<file path="config.mk">
export PLATFORM = sky130hd
export DESIGN_NAME = comp_sum_tree
export DESIGN_NICKNAME = d
export VERILOG_FILES = /design/src/rtl/comp_sum_pkg.sv /design/src/rtl/comp_sum_stage.sv /design/src/rtl/comp_sum_tree.sv
export SDC_FILE = /design/constraint.sdc
export NUM_CORES = 1
export LEC_CHECK = 0
export ABC_AREA = 1
export ABC_CLOCK_PERIOD_IN_PS = 5180
export CORE_ASPECT_RATIO = 0.8
export CORE_MARGIN = 2
export CORE_UTILIZATION = 59
export CTS_CLUSTER_SIZE = 16
export DETAILED_ROUTE_END_ITERATION = 10
export PLACE_DENSITY = 0.95
export SLEW_MARGIN = 20
export SYNTH_ARGS = -nofsm -noshare
export SYNTH_HDL_FRONTEND = slang
export SYNTH_SLANG_ARGS = --single-unit
</file>
<file path="constraint.sdc">
create_clock -name clk -period 5.18 [get_ports clk]
set_clock_uncertainty 0.05 [all_clocks]
set_input_delay 1.036 -clock clk [delete_from_list [all_inputs] [get_ports clk]]
set_output_delay 1.036 -clock clk [all_outputs]
set_load 0.005 [all_outputs]
</file>
<file path="src/rtl/comp_sum_pkg.sv">
// Shared types and elaboration-time helpers for the comp_sum adder tree.
`default_nettype none

package comp_sum_pkg;

   typedef enum logic {
      MODE_WRAP = 1'b0,
      MODE_SAT  = 1'b1
   } sum_mode_e;

   // log2 of a power of two
   function automatic int log2_pow2(input int n);
      int r;
      r = 0;
      for (int v = n; v > 1; v = v >> 1) r++;
      return r;
   endfunction

   // Bit offset of tree level k inside the flat bus holding every level back to back
   function automatic int level_offset(input int n_in, input int width, input int k);
      int off;
      off = 0;
      for (int j = 0; j < k; j++) off += (n_in >> j) * (width + j);
      return off;
   endfunction

endpackage

`default_nettype wire

</file>
<file path="src/rtl/comp_sum_stage.sv">
// One registered adder-tree level: sums adjacent operand pairs into values one bit wider.
`default_nettype none

module comp_sum_stage
   import comp_sum_pkg::*;
#(
   parameter int N_IN = 4,
   parameter int IN_W = 16
) (
   input  logic                       clk,
   input  logic                       reset,
   input  logic                       hold,
   input  logic                       in_valid,
   input  sum_mode_e                  in_mode,
   input  logic [N_IN-1:0][IN_W-1:0]  in_data,
   output logic                       out_valid,
   output sum_mode_e                  out_mode,
   output logic [N_IN/2-1:0][IN_W:0]  out_data
);

   always_ff @(posedge clk or posedge reset) begin
      if (reset) begin
         out_valid <= 1'b0;
         out_mode  <= MODE_WRAP;
         out_data  <= '0;
      end else if (!hold) begin
         out_valid <= in_valid;
         out_mode  <= in_mode;
         for (int i = 0; i < N_IN / 2; i++) begin
            out_data[i] <= {1'b0, in_data[2*i]} + {1'b0, in_data[2*i+1]};
         end
      end
   end

endmodule

`default_nettype wire

</file>
<file path="src/rtl/comp_sum_tree.sv">
// Pipelined unsigned adder tree with wrap/saturate output, carry report and output backpressure.
`default_nettype none

module comp_sum_tree
   import comp_sum_pkg::*;
#(
   parameter  int N_IN  = 4,
   parameter  int WIDTH = 16,
   localparam int LVL   = log2_pow2(N_IN)
) (
   input  logic                        clk,
   input  logic                        reset,
   input  logic                        in_valid,
   output logic                        in_ready,
   input  logic [N_IN-1:0][WIDTH-1:0]  vals,
   input  logic                        sat_en,
   output logic                        out_valid,
   input  logic                        out_ready,
   output logic [WIDTH-1:0]            out,
   output logic [LVL-1:0]              carry,
   output logic                        overflow
);

   localparam int TOTAL   = level_offset(N_IN, WIDTH, LVL + 1);
   localparam int SUM_OFF = level_offset(N_IN, WIDTH, LVL);

   // Every tree level lives in one flat bus; level 0 is the raw operand vector
   wire [TOTAL-1:0]   tree;
   wire [LVL:0]       vld;
   sum_mode_e         mode [LVL:0];
   logic              hold;
   logic [WIDTH+LVL-1:0] sum;

   assign hold     = out_valid & ~out_ready;
   assign in_ready = ~hold;

   assign tree[N_IN*WIDTH-1:0] = vals;
   assign vld[0]  = in_valid;
   assign mode[0] = sat_en ? MODE_SAT : MODE_WRAP;

   generate
      for (genvar k = 1; k <= LVL; k++) begin : g_lvl
         localparam int NI    = N_IN >> (k - 1);
         localparam int WI    = WIDTH + k - 1;
         localparam int OFF_I = level_offset(N_IN, WIDTH, k - 1);
         localparam int OFF_O = level_offset(N_IN, WIDTH, k);

         comp_sum_stage #(
            .N_IN (NI),
            .IN_W (WI)
         ) u_stage (
            .clk       (clk),
            .reset     (reset),
            .hold      (hold),
            .in_valid  (vld[k-1]),
            .in_mode   (mode[k-1]),
            .in_data   (tree[OFF_I +: NI*WI]),
            .out_valid (vld[k]),
            .out_mode  (mode[k]),
            .out_data  (tree[OFF_O +: (NI/2)*(WI+1)])
         );
      end
   endgenerate

   // Saturation is purely combinational on the last registered level
   assign sum       = tree[SUM_OFF +: WIDTH+LVL];
   assign out_valid = vld[LVL];
   assign carry     = sum[WIDTH+LVL-1:WIDTH];
   assign overflow  = |carry;
   assign out       = (mode[LVL] == MODE_SAT && overflow) ? {WIDTH{1'b1}} : sum[WIDTH-1:0];

endmodule

`default_nettype wire

</file>
Word level (Yosys, flattened, before mapping)
Index checks and enable logic that the tools add are counted.
{ "word_totals": {"reg_bits": 56, "in_bits": 69, "wordCells": 17, "output_inout_bits": 21} }
{ "classes": {"n_addsub": 3, "n_mux": 2, "n_bitwise": 3, "n_reduce_logical": 2} }
{ "op_table": {"columns": ["cell", "n"], "rows": [
  ["16-bit by 16-bit adder with 17-bit output", 2],
  ["17-bit by 17-bit adder with 18-bit output", 1],
  ["16-bit 2-to-1 mux", 1],
  ["1-bit inverter", 2],
  ["2-bit OR reduction", 1],
  ["1-bit bitwise AND", 1],
  ["1-bit logical AND", 1],
  ["1-bit 2-to-1 mux", 1]
]} }

Logic depth before layout (Yosys ltp)
Gate-level depths: netlist of run 1.
{ "logic_depth": {"depth_word": 3, "depth_mapped": 13, "ltp_nobuf": 13} }

Cells and area by module
A second synthesis of run 1 with hierarchy kept.
{ "hier_totals": {"hier_cells": 844, "area_unflattened_um2": 5223.8} }
{ "modules_own_cells": {"columns": ["module", "cells_per_inst", "seq_area_each_um2", "area_per_inst_um2", "n_inst"], "rows": [
  ["comp_sum_stage at g_lvl[1].u_stage", 512, 900.9, 3199.3, 1],
  ["comp_sum_stage at g_lvl[2].u_stage", 294, 500.5, 1859.3, 1],
  ["comp_sum_tree", 38, 0.0, 165.2, 1]
]} }

Least setup slack after synthesis of run 1
Ideal clock, no wire load.
{ "synth_timing": {"path_type": "input to output", "startpoint": "input out_ready", "endpoint": "output in_ready", "arrival_ns": 1.425, "cell_stages": 3, "path_slack_ns": 2.669, "t_required_ns": 4.094, "path_cell_list": "nor2_4 -> inv_2 -> buf_2"} }
{ "synth_via": {"elab_chain_cells": 3} }
{ "synth_rtl": {"columns": ["element", "line", "text"], "rows": [
  ["start: declaration", "comp_sum_tree.sv:18", "input logic out_ready,"],
  ["1-bit inverter", "comp_sum_tree.sv:34", "assign hold = out_valid & ~out_ready;"],
  ["1-bit bitwise AND", "comp_sum_tree.sv:34", null],
  ["1-bit inverter", "comp_sum_tree.sv:35", "assign in_ready = ~hold;"],
  ["end: declaration", "comp_sum_tree.sv:14", "output logic in_ready,"]
]} }
No other way between the ends.

Worst setup path in the final report of run 1
Same ends and word-level chain as after synthesis.

==> flow_metrics.py, run 1 <==
metrics = {
    "timing": {
        "max_slew.worst_pin.slew_ps": 661,
        "hold_ws_ps": 409,
        "finalCriticalPeriod_ps": 3210,
        "setup-violations-final": 0,
        "setup_tns_ps": 0,
        "fmax_mhz": 311,
        "rsz0062_at_grt": "false",
        "final_max_slew_viol_count": 0,
        "slew_headroom_pct": 56.0,
        "postLayoutSetupSlackWorst_ps": 1970,
        "hold_violations": 0,
        "fin_crit_sh_pct": 62.0,
    },
    "final_layout": {
        "final_util_pct": 73.6,
        "nNetsFinal": 1030,
        "diodes": 0,
        "layout_common_cells": "nand2_1, inv_1, clkdlybuf4s50_1",
        "final_common_cell": "nand2_1",
        "stdcell_count": 1022,
        "drive_gt1_share_pct": 3.19,
        "syn2layout_area_growth_pct": 21.2,
        "final_area_um2": 6210,
    },
    "critical_path": {
        "crit_slowest_cell": "clkdlybuf4s50_1",
        "cp.required_ps": 4090,
        "path_cells": "clkdlybuf4s50_1, nor2_4, inv_2, clkdlybuf4s50_1",
        "critPathKind": "in -> out",
        "critPathMaxFanout": 2,
        "arrival_ps": 2130,
        "cp_common_cell": "clkdlybuf4s50_1",
        "start_kind": "input port",
        "crit_path_end_kind": "primary output",
        "slowest_delay_ps": 510,
    },
    "drt": {
        "drt-wirelength-per-cell_um": 11.4,
        "viasPerCell": 5.05,
        "num_vias": 5157,
        "drt_iter0_drc": 331,
        "wl_um": 11600,
        "drcViolationCount": 0,
        "antenna_left": 0,
        "drtPass1Iterations": 5,
    },
    "synth": {
        "ys_types": 34,
        "ys_seq_elements": 56,
        "synth_async_sr_flop_share_pct": 100,
        "syn_nets": 945,
        "syn_area_um2": 5130,
        "syn_inst": 824,
        "synth_edf_count": 0,
        "synthFlopType": "dfrtp_1",
        "syn_avg_cell_area_um2": 6.22,
        "ys_warn_count": 0,
        "synth_seq_area_share_pct": 27.3,
    },
    "power_and_ir_drop": {
        "vdd_drop_max_v": 0.000238,
        "p_int_mw": 1.23,
        "p_comb_share_pct": 55.7,
        "power.net_switching_mw": 0.877,
        "swShare_pct": 41.6,
        "power.total_mw": 2.11,
        "p_seq_share_pct": 30.5,
        "power_density_nw_per_um2": 340,
        "p_clk_share_pct": 13.7,
        "leakagePower_nw": 3.56,
    },
    "clocking": {
        "cts_resized": 0,
        "numCtsBuffers": 5,
        "cts_root_buf": "clkbuf_8",
        "clk_pin_slew_ps": 100,
        "htreeDepth": 2,
        "clock_latency_ps": 320,
        "clock-sinks": 56,
        "tritoncts": "yes",
        "clk_path_buf_depth": 2,
        "cts_setup_buffers": 0,
        "holdBufCountCts": 0,
    },
    "floorplanning": {
        "die_area_um2": 9460,
        "core_area_um2": 8450,
        "die_x_um": 108,
        "rows": 30,
        "die_h_um": 87.4,
        "ios": 90,
        "start_util_pct": 60.7,
    },
    "global_routing": {
        "grt_overflow_total": 0,
        "grt_pass1_vias": 4780,
        "grt_pass1_wl_um": 20400,
        "antenna_found_initial": 0,
        "track_usage_pct": 26.5,
        "grt_max_degree": 58,
    },
    "placed_design": {
        "portBuffers": 89,
        "gp_congestion": 0.902,
        "placed_area_um2": 6100,
        "place_inst": 1014,
        "place_hpwl_um": 9180,
        "place_ws_ps": 1960,
    },
    "min_path": {
        "worstHoldPathType": "reg -> reg",
    },
    "job": {
        "maxCapViolations": 0,
    },
    "status": {
        "outcome": "complete, no violations",
    },
}
==> power groups by stage <==
stage                     combinational (mW)  sequential (mW)  clock, mW
final                                   1.18            0.644      0.290
after global routing                    1.35            0.657      0.308
after CTS                               1.17            0.643      0.290
after detailed placement                1.16            0.652          0
after global placement                  1.12            0.645          0
after floorplan                        0.799            0.628          0
==> worst paths after layout <==
kind	cells after the start	slack [ps]	from	endpoint
max	4	1970	out_ready	in_ready
min	2	410	g_lvl[1].u_stage.out_valid	g_lvl[2].u_stage.out_valid
max reg2reg	13	3230	g_lvl[1].u_stage.out_data[17]	g_lvl[2].u_stage.out_data[16]
min reg2reg	2	410	g_lvl[1].u_stage.out_valid	g_lvl[2].u_stage.out_valid
max in group asynchronous	3	3490	reset	g_lvl[2].u_stage.out_data[12]
min in group asynchronous	3	1160	reset	g_lvl[1].u_stage.out_valid
==> logic make-up after synthesis <==
family | after synthesis | share of synthesized area [%]
fa+ha+maj | 52 | 13.1
xor+xnor | 10 | 1.71
flops | 56 | 27.3
simple gates | 488 | 39.6
compound gates | 56 | 5.81
buf+inv | 162 | 12.4
==> worst max-delay path: cells and delay by family <==
family                 cells  cell delay (ps)
buffers and inverters      3             1040
AND/OR/NAND/NOR            1               60
==> registers in the layout (all words and copies together) (netlist names) <==
name                     cells
g_lvl.u_stage.out_valid      2
g_lvl.u_stage.out_data      52
g_lvl.u_stage.out_mode       2
==> final cells by class <==
type | instances | area (um2)
clock buffers | 5 | 68.8
clock inverters | 3 | 42.5
fillers | 713 | 2230
inverters | 148 | 556
multi-input cells | 606 | 3090
flip-flops and latches | 56 | 1400
well taps | 112 | 140
repair buffers | 92 | 913
==> routing by layer <==
metal	track usage, %	wire length (um)	up-vias	part of all wire, %
met1	35.6	5620	2301	48
li1	-	-	2693	-
met5	0	0	-	0
met4	6.64	187	0	1.6
met2	45.4	5290	145	45
met3	3.52	538	18	4.6
==> cell usage after synthesis (2+ instances only) <==
master | count | area share [%]
nand4_1 | 2 | 0.24
fa_1 | 3 | 1.2
o22ai_1 | 3 | 0.37
o21ai_0 | 19 | 1.9
or2_0 | 3 | 0.37
nand2_2 | 5 | 0.61
nand3_2 | 3 | 0.59
inv_1 | 147 | 11
nand3_1 | 52 | 5.1
clkbuf_1 | 5 | 0.37
or2_1 | 6 | 0.73
xnor2_1 | 8 | 1.4
ha_1 | 49 | 12
a21oi_1 | 26 | 2.5
buf_2 | 4 | 0.39
o21ai_1 | 4 | 0.39
nor3_1 | 11 | 1.1
nor2_1 | 40 | 2.9
and2_4 | 2 | 0.34
dfrtp_1 | 56 | 27
nand3b_1 | 9 | 1.3
o21ai_2 | 2 | 0.34
xor2_1 | 2 | 0.34
nand2_1 | 350 | 26
buf_4 | 4 | 0.59
Note: power is estimated with default switching activity, not from simulation.
==> inputs of run 2 (changes only) <==
--- a/config.mk
+++ b/config.mk
@@ -6,13 +6,13 @@
 export NUM_CORES = 1
 export LEC_CHECK = 0
 export ABC_AREA = 1
-export ABC_CLOCK_PERIOD_IN_PS = 5180
+export ABC_CLOCK_PERIOD_IN_PS = 3200
 export CORE_ASPECT_RATIO = 0.8
 export CORE_MARGIN = 2
-export CORE_UTILIZATION = 59
+export CORE_UTILIZATION = 54
 export CTS_CLUSTER_SIZE = 16
 export DETAILED_ROUTE_END_ITERATION = 10
-export PLACE_DENSITY = 0.95
+export PLACE_DENSITY = 0.88
 export SLEW_MARGIN = 20
 export SYNTH_ARGS = -nofsm -noshare
 export SYNTH_HDL_FRONTEND = slang
==> constraint.sdc (replaced) <==
create_clock -name clk -period 3.2 [get_ports clk]
set_clock_uncertainty 0.05 [all_clocks]
set_input_delay 0.64 -clock clk [delete_from_list [all_inputs] [get_ports clk]]
set_output_delay 0.64 -clock clk [all_outputs]
set_load 0.005 [all_outputs]
==> flow_metrics.py, run 2 (same netlist as run 1, synthesis figures left out) <==
metrics = {
    "status": {
        "outcome": "complete, but fails checks",
        "violations": "design-rule violations",
    },
    "drt": {
        "antenna_left": 0,
        "drt_iter0_drc": 350,
        "drcViolationCount": 6,
        "drt-wirelength-per-cell_um": 11.3,
        "drtPass1Iterations": 10,
        "num_vias": 5070,
        "wl_um": 11600,
        "viasPerCell": 4.95,
    },
    "power_and_ir_drop": {
        "power.net_switching_mw": 1.44,
        "p_int_mw": 2.14,
        "p_comb_share_pct": 53.3,
        "power_density_nw_per_um2": 569,
        "leakagePower_nw": 3.59,
        "swShare_pct": 40.2,
        "p_seq_share_pct": 29.2,
        "power.total_mw": 3.58,
        "p_clk_share_pct": 17.4,
        "vdd_drop_max_v": 0.000299,
    },
    "placed_design": {
        "portBuffers": 89,
        "place_ws_ps": 607,
        "gp_congestion": 0.914,
        "place_hpwl_um": 9160,
        "place_inst": 1017,
        "placed_area_um2": 6120,
    },
    "global_routing": {
        "grt_use_met3_pct": 2.60,
        "groute.layer.met1.usage_pct": 33.4,
        "track_usage_pct": 23.8,
        "grt_pass1_vias": 4740,
        "grt_max_degree": 58,
        "busiest_layer": "met2",
        "grt_pass1_wl_um": 20700,
        "grt_use_met2_pct": 40.0,
        "grt_overflow_total": 0,
        "antenna_found_initial": 0,
    },
    "floorplanning": {
        "core_area_um2": 9150,
        "rows": 31,
        "die_x_um": 113,
        "die_h_um": 91.2,
        "start_util_pct": 56.0,
        "die_area_um2": 10300,
        "ios": 90,
    },
    "clocking": {
        "cts_setup_buffers": 0,
        "tritoncts": "yes",
        "holdBufCountCts": 0,
        "htreeDepth": 2,
        "clk_pin_slew_ps": 70,
        "clock-sinks": 56,
        "cts_resized": 0,
        "clk_path_buf_depth": 2,
        "clock_latency_ps": 290,
        "numCtsBuffers": 5,
        "cts_root_buf": "clkbuf_16",
    },
    "final_layout": {
        "final_area_um2": 6280,
        "syn2layout_area_growth_pct": 22.6,
        "layout_common_cells": "nand2_1, inv_1, clkdlybuf4s50_1",
        "largest_reg_flops": 52,
        "final_common_cell": "nand2_1",
        "largest_registers": "g_lvl.u_stage.out_data (52), g_lvl.u_stage.out_mode (2), g_lvl.u_stage.out_valid (2)",
        "diodes": 0,
        "top_register": "g_lvl.u_stage.out_data",
        "nNetsFinal": 1030,
        "drive_gt1_share_pct": 3.08,
        "stdcell_count": 1025,
    },
    "timing": {
        "final_max_slew_viol_count": 0,
        "fmax_mhz": 383,
        "hold_violations": 0,
        "fin_crit_sh_pct": 81.7,
        "slew_headroom_pct": 60.2,
        "setup_tns_ps": 0,
        "setup-violations-final": 0,
        "postLayoutSetupSlackWorst_ps": 587,
        "rsz0062_at_grt": "false",
        "max_slew.worst_pin.slew_ps": 597,
        "finalCriticalPeriod_ps": 2610,
    },
    "critical_path": {
        "crit_slowest_cell": "clkdlybuf4s50_1",
        "critPathKind": "reg -> out",
        "arrival_ps": 1920,
        "start_kind": "flop",
        "cp_common_cell": "nand2_1",
        "cp.required_ps": 2510,
        "crit_path_end_kind": "primary output",
        "path_cells": "or2_2, nand2_1, nand2_1, clkdlybuf4s50_1",
        "slowest_delay_ps": 460,
        "critPathMaxFanout": 16,
    },
    "min_path": {
        "worstHoldPathType": "reg -> reg",
    },
    "job": {
        "maxCapViolations": 0,
    },
}
## run 2: per-layer routing
layer,part of all wire [%],up-vias
met1,49,2217
met5,0,-
li1,-,2690
met4,1.4,0
met2,44,147
met3,5.3,16
## run 2: area by class of cell
cell class                      instances  area [um2]
Multi-Input combinational cell        606        3090
Fill cell                             810        2870
Sequential cell                        56        1400
Timing Repair Buffer                   92         926
Inverter                              148         556
Tap cell                              115         144
Clock buffer                            6         129
Clock inverter                          2        38.8
## run 2: power by group through the flow
stage,combinational (mW),sequential [mW],clock (mW)
finish,1.91,1.05,0.623
global placement,1.83,1.05,0
detailed placement,1.88,1.06,0
CTS,1.90,1.04,0.630
floorplan,1.29,1.02,0
global route,2.19,1.07,0.656
## run 2: path summary, 6_finish.rpt
path | startpoint | endpoint | slack (ps) | cells past startpoint
worst max-delay path | g_lvl[2].u_stage.out_data[16] | out[2] | 590 | 4
max in group asynchronous | reset | g_lvl[1].u_stage.out_data[32] | 1910 | 3
worst min-delay path | g_lvl[1].u_stage.out_valid | g_lvl[2].u_stage.out_valid | 420 | 2
worst max register to register | g_lvl[1].u_stage.out_data[17] | g_lvl[2].u_stage.out_data[8] | 1280 | 11
min in group asynchronous | reset | g_lvl[2].u_stage.out_valid | 640 | 2
worst min register to register | g_lvl[1].u_stage.out_valid | g_lvl[2].u_stage.out_valid | 420 | 2
## run 2: critical path, delay by kind of cell (launching register included)
kind / cells / cell delay, ps
and+or+nand+nor: 3 / 780
buffers and inverters: 1 / 460
DFF: 1 / 390
## run 2: through the flow
| step | utilization, % | hold WS, ps |
|---|---|---|
| 2_1_floorplan | - | 370 |
| 3_3_place_gp | 66.8 | 380 |
| 3_5_place_dp | 66.8 | 391 |
| 4_1_cts | 68.7 | 409 |
| 5_1_grt | 68.7 | 448 |
| 6_report | 68.7 | 416 |
==> inputs of run 3 (changes only) <==
--- a/config.mk
+++ b/config.mk
@@ -6,7 +6,7 @@
 export NUM_CORES = 1
 export LEC_CHECK = 0
 export ABC_AREA = 1
-export ABC_CLOCK_PERIOD_IN_PS = 3200
+export ABC_CLOCK_PERIOD_IN_PS = 2500
 export CORE_ASPECT_RATIO = 0.8
 export CORE_MARGIN = 2
 export CORE_UTILIZATION = 54
==> constraint.sdc (replaced) <==
create_clock -name clk -period 2.5 [get_ports clk]
set_clock_uncertainty 0.05 [all_clocks]
set_input_delay 0.5 -clock clk [delete_from_list [all_inputs] [get_ports clk]]
set_output_delay 0.5 -clock clk [all_outputs]
set_load 0.005 [all_outputs]
==> flow_metrics.py, run 3 (same netlist as run 1, synthesis figures left out) <==
metrics = {
    "clocking": {
        "cts_setup_buffers": 0,
        "holdBufCountCts": 0,
        "numCtsBuffers": 5,
        "htreeDepth": 2,
        "clock-sinks": 56,
        "cts_root_buf": "clkbuf_16",
        "clk_pin_slew_ps": 60,
        "clock_latency_ps": 290,
        "cts_resized": 1,
        "clk_path_buf_depth": 2,
        "tritoncts": "yes",
    },
    "timing": {
        "fmax_mhz": 428,
        "finalCriticalPeriod_ps": 2340,
        "hold_ws_ps": 403,
        "max_slew.worst_pin.slew_ps": 596,
        "setup-violations-final": 0,
        "hold_violations": 0,
        "postLayoutSetupSlackWorst_ps": 164,
        "setup_tns_ps": 0,
        "slew_headroom_pct": 60.3,
        "rsz0062_at_grt": "false",
        "final_max_slew_viol_count": 0,
        "fin_crit_sh_pct": 93.4,
    },
    "min_path": {
        "worstHoldPathType": "reg -> reg",
    },
    "final_layout": {
        "final_common_cell": "nand2_1",
        "largest_registers": "g_lvl.u_stage.out_data (52), g_lvl.u_stage.out_mode (2), g_lvl.u_stage.out_valid (2)",
        "top_register": "g_lvl.u_stage.out_data",
        "seq_area_um2": 1400,
        "fill_cells": 804,
        "layout_common_cells": "nand2_1, inv_1, clkdlybuf4s50_1",
        "nNetsFinal": 1031,
        "syn2layout_area_growth_pct": 22.5,
        "multi_input_area_um2": 3090,
        "diodes": 0,
        "drive_gt1_share_pct": 3.19,
        "largest_reg_flops": 52,
    },
    "drt": {
        "drcViolationCount": 6,
        "wl_um": 11400,
        "drtPass1Iterations": 10,
        "antenna_left": 0,
        "viasPerCell": 4.95,
        "num_vias": 5064,
        "drt-wirelength-per-cell_um": 11.2,
        "drt_iter0_drc": 253,
    },
    "power_and_ir_drop": {
        "leakagePower_nw": 3.59,
        "p_int_mw": 2.73,
        "p_seq_share_pct": 29.5,
        "vdd_drop_max_v": 0.000377,
        "power.net_switching_mw": 1.82,
        "power.total_mw": 4.54,
        "p_comb_share_pct": 53.8,
        "swShare_pct": 40.0,
        "power_density_nw_per_um2": 723,
        "p_clk_share_pct": 16.7,
    },
    "global_routing": {
        "track_usage_pct": 23.8,
        "grt_max_degree": 58,
        "grt_overflow_total": 0,
        "antenna_found_initial": 0,
        "grt_pass1_wl_um": 20500,
        "grt_pass1_vias": 4580,
    },
    "floorplanning": {
        "rows": 31,
        "die_x_um": 113,
        "die_h_um": 91.2,
        "core_area_um2": 9150,
        "start_util_pct": 56.0,
        "ios": 90,
        "die_area_um2": 10300,
    },
    "critical_path": {
        "cp.required_ps": 1950,
        "arrival_ps": 1790,
        "critPathMaxFanout": 16,
        "critPathKind": "reg -> out",
        "start_kind": "flop",
        "crit_path_end_kind": "primary output",
    },
    "job": {
        "maxCapViolations": 0,
    },
    "placed_design": {
        "place_ws_ps": 56.5,
        "portBuffers": 89,
        "place_hpwl_um": 9120,
        "gp_congestion": 0.926,
    },
    "status": {
        "outcome": "complete, but fails checks",
        "violations": "design-rule violations",
    },
}
run 3: cell count changes in the layout (fill, tap and decap cells not counted):
cell	before	now
buf_4	2	3
clkbuf_1	1	0
inv_6	1	0
nand2_1	350	349
nand2_2	5	6
run 3: layer usage:
| layer | global-route usage [%] | wire length [um] | up-vias |
|---|---|---|---|
| met1 | 34.4 | 5740 | 2212 |
| met3 | 3.14 | 645 | 8 |
| met5 | 0 | 0 | - |
| met2 | 38.8 | 4970 | 147 |
| met4 | 3.76 | 83 | 0 |
| li1 | - | - | 2697 |
run 3: power groups by stage:
stage	Sequential [mW]	Clock, mW	Combinational [mW]
floorplan	1.30	0	1.66
global placement	1.34	0	2.35
detailed placement	1.35	0	2.40
CTS	1.34	0.769	2.43
global route	1.37	0.807	2.81
finish	1.34	0.757	2.45
run 3: final timing paths:
check	startpoint	endpoint	slack (ps)	cells past startpoint
worst max-delay path	g_lvl[2].u_stage.out_data[16]	out[2]	160	4
worst min-delay path	g_lvl[1].u_stage.out_valid	g_lvl[2].u_stage.out_valid	400	2
worst max register to register	g_lvl[1].u_stage.out_data[17]	g_lvl[2].u_stage.out_data[8]	560	11
worst min register to register	g_lvl[1].u_stage.out_valid	g_lvl[2].u_stage.out_valid	400	2
max in group asynchronous	reset	g_lvl[1].u_stage.out_data[27]	1330	3
min in group asynchronous	reset	g_lvl[1].u_stage.out_valid	520	2
run 3: per-stage QoR:
stage	utilization [%]	cells	instance area, um2
final	68.6	1024	6280
after global routing	68.6	1024	6280
after CTS	68.6	1024	6280
after detailed placement	66.9	1018	6120
after global placement	66.9	1018	6120
after floorplan	-	824	5130
run 3: layout make-up:
class / count / area share (%)
repair buffers: 93 / 14.9
flip-flops and latches: 56 / 22.3
multi-input cells: 606 / 49.2
inverters: 148 / 8.84
clock inverters: 1 / 0.478
well taps: 115 / 2.29
clock buffers: 5 / 1.99
run 3: critical path, stage by stage, from the launching register on:
cell             delay (ps)
dfrtp_1                 390
or2_2                   320
nand2_2                 240
nand2_1                  90
clkdlybuf4s50_1         450
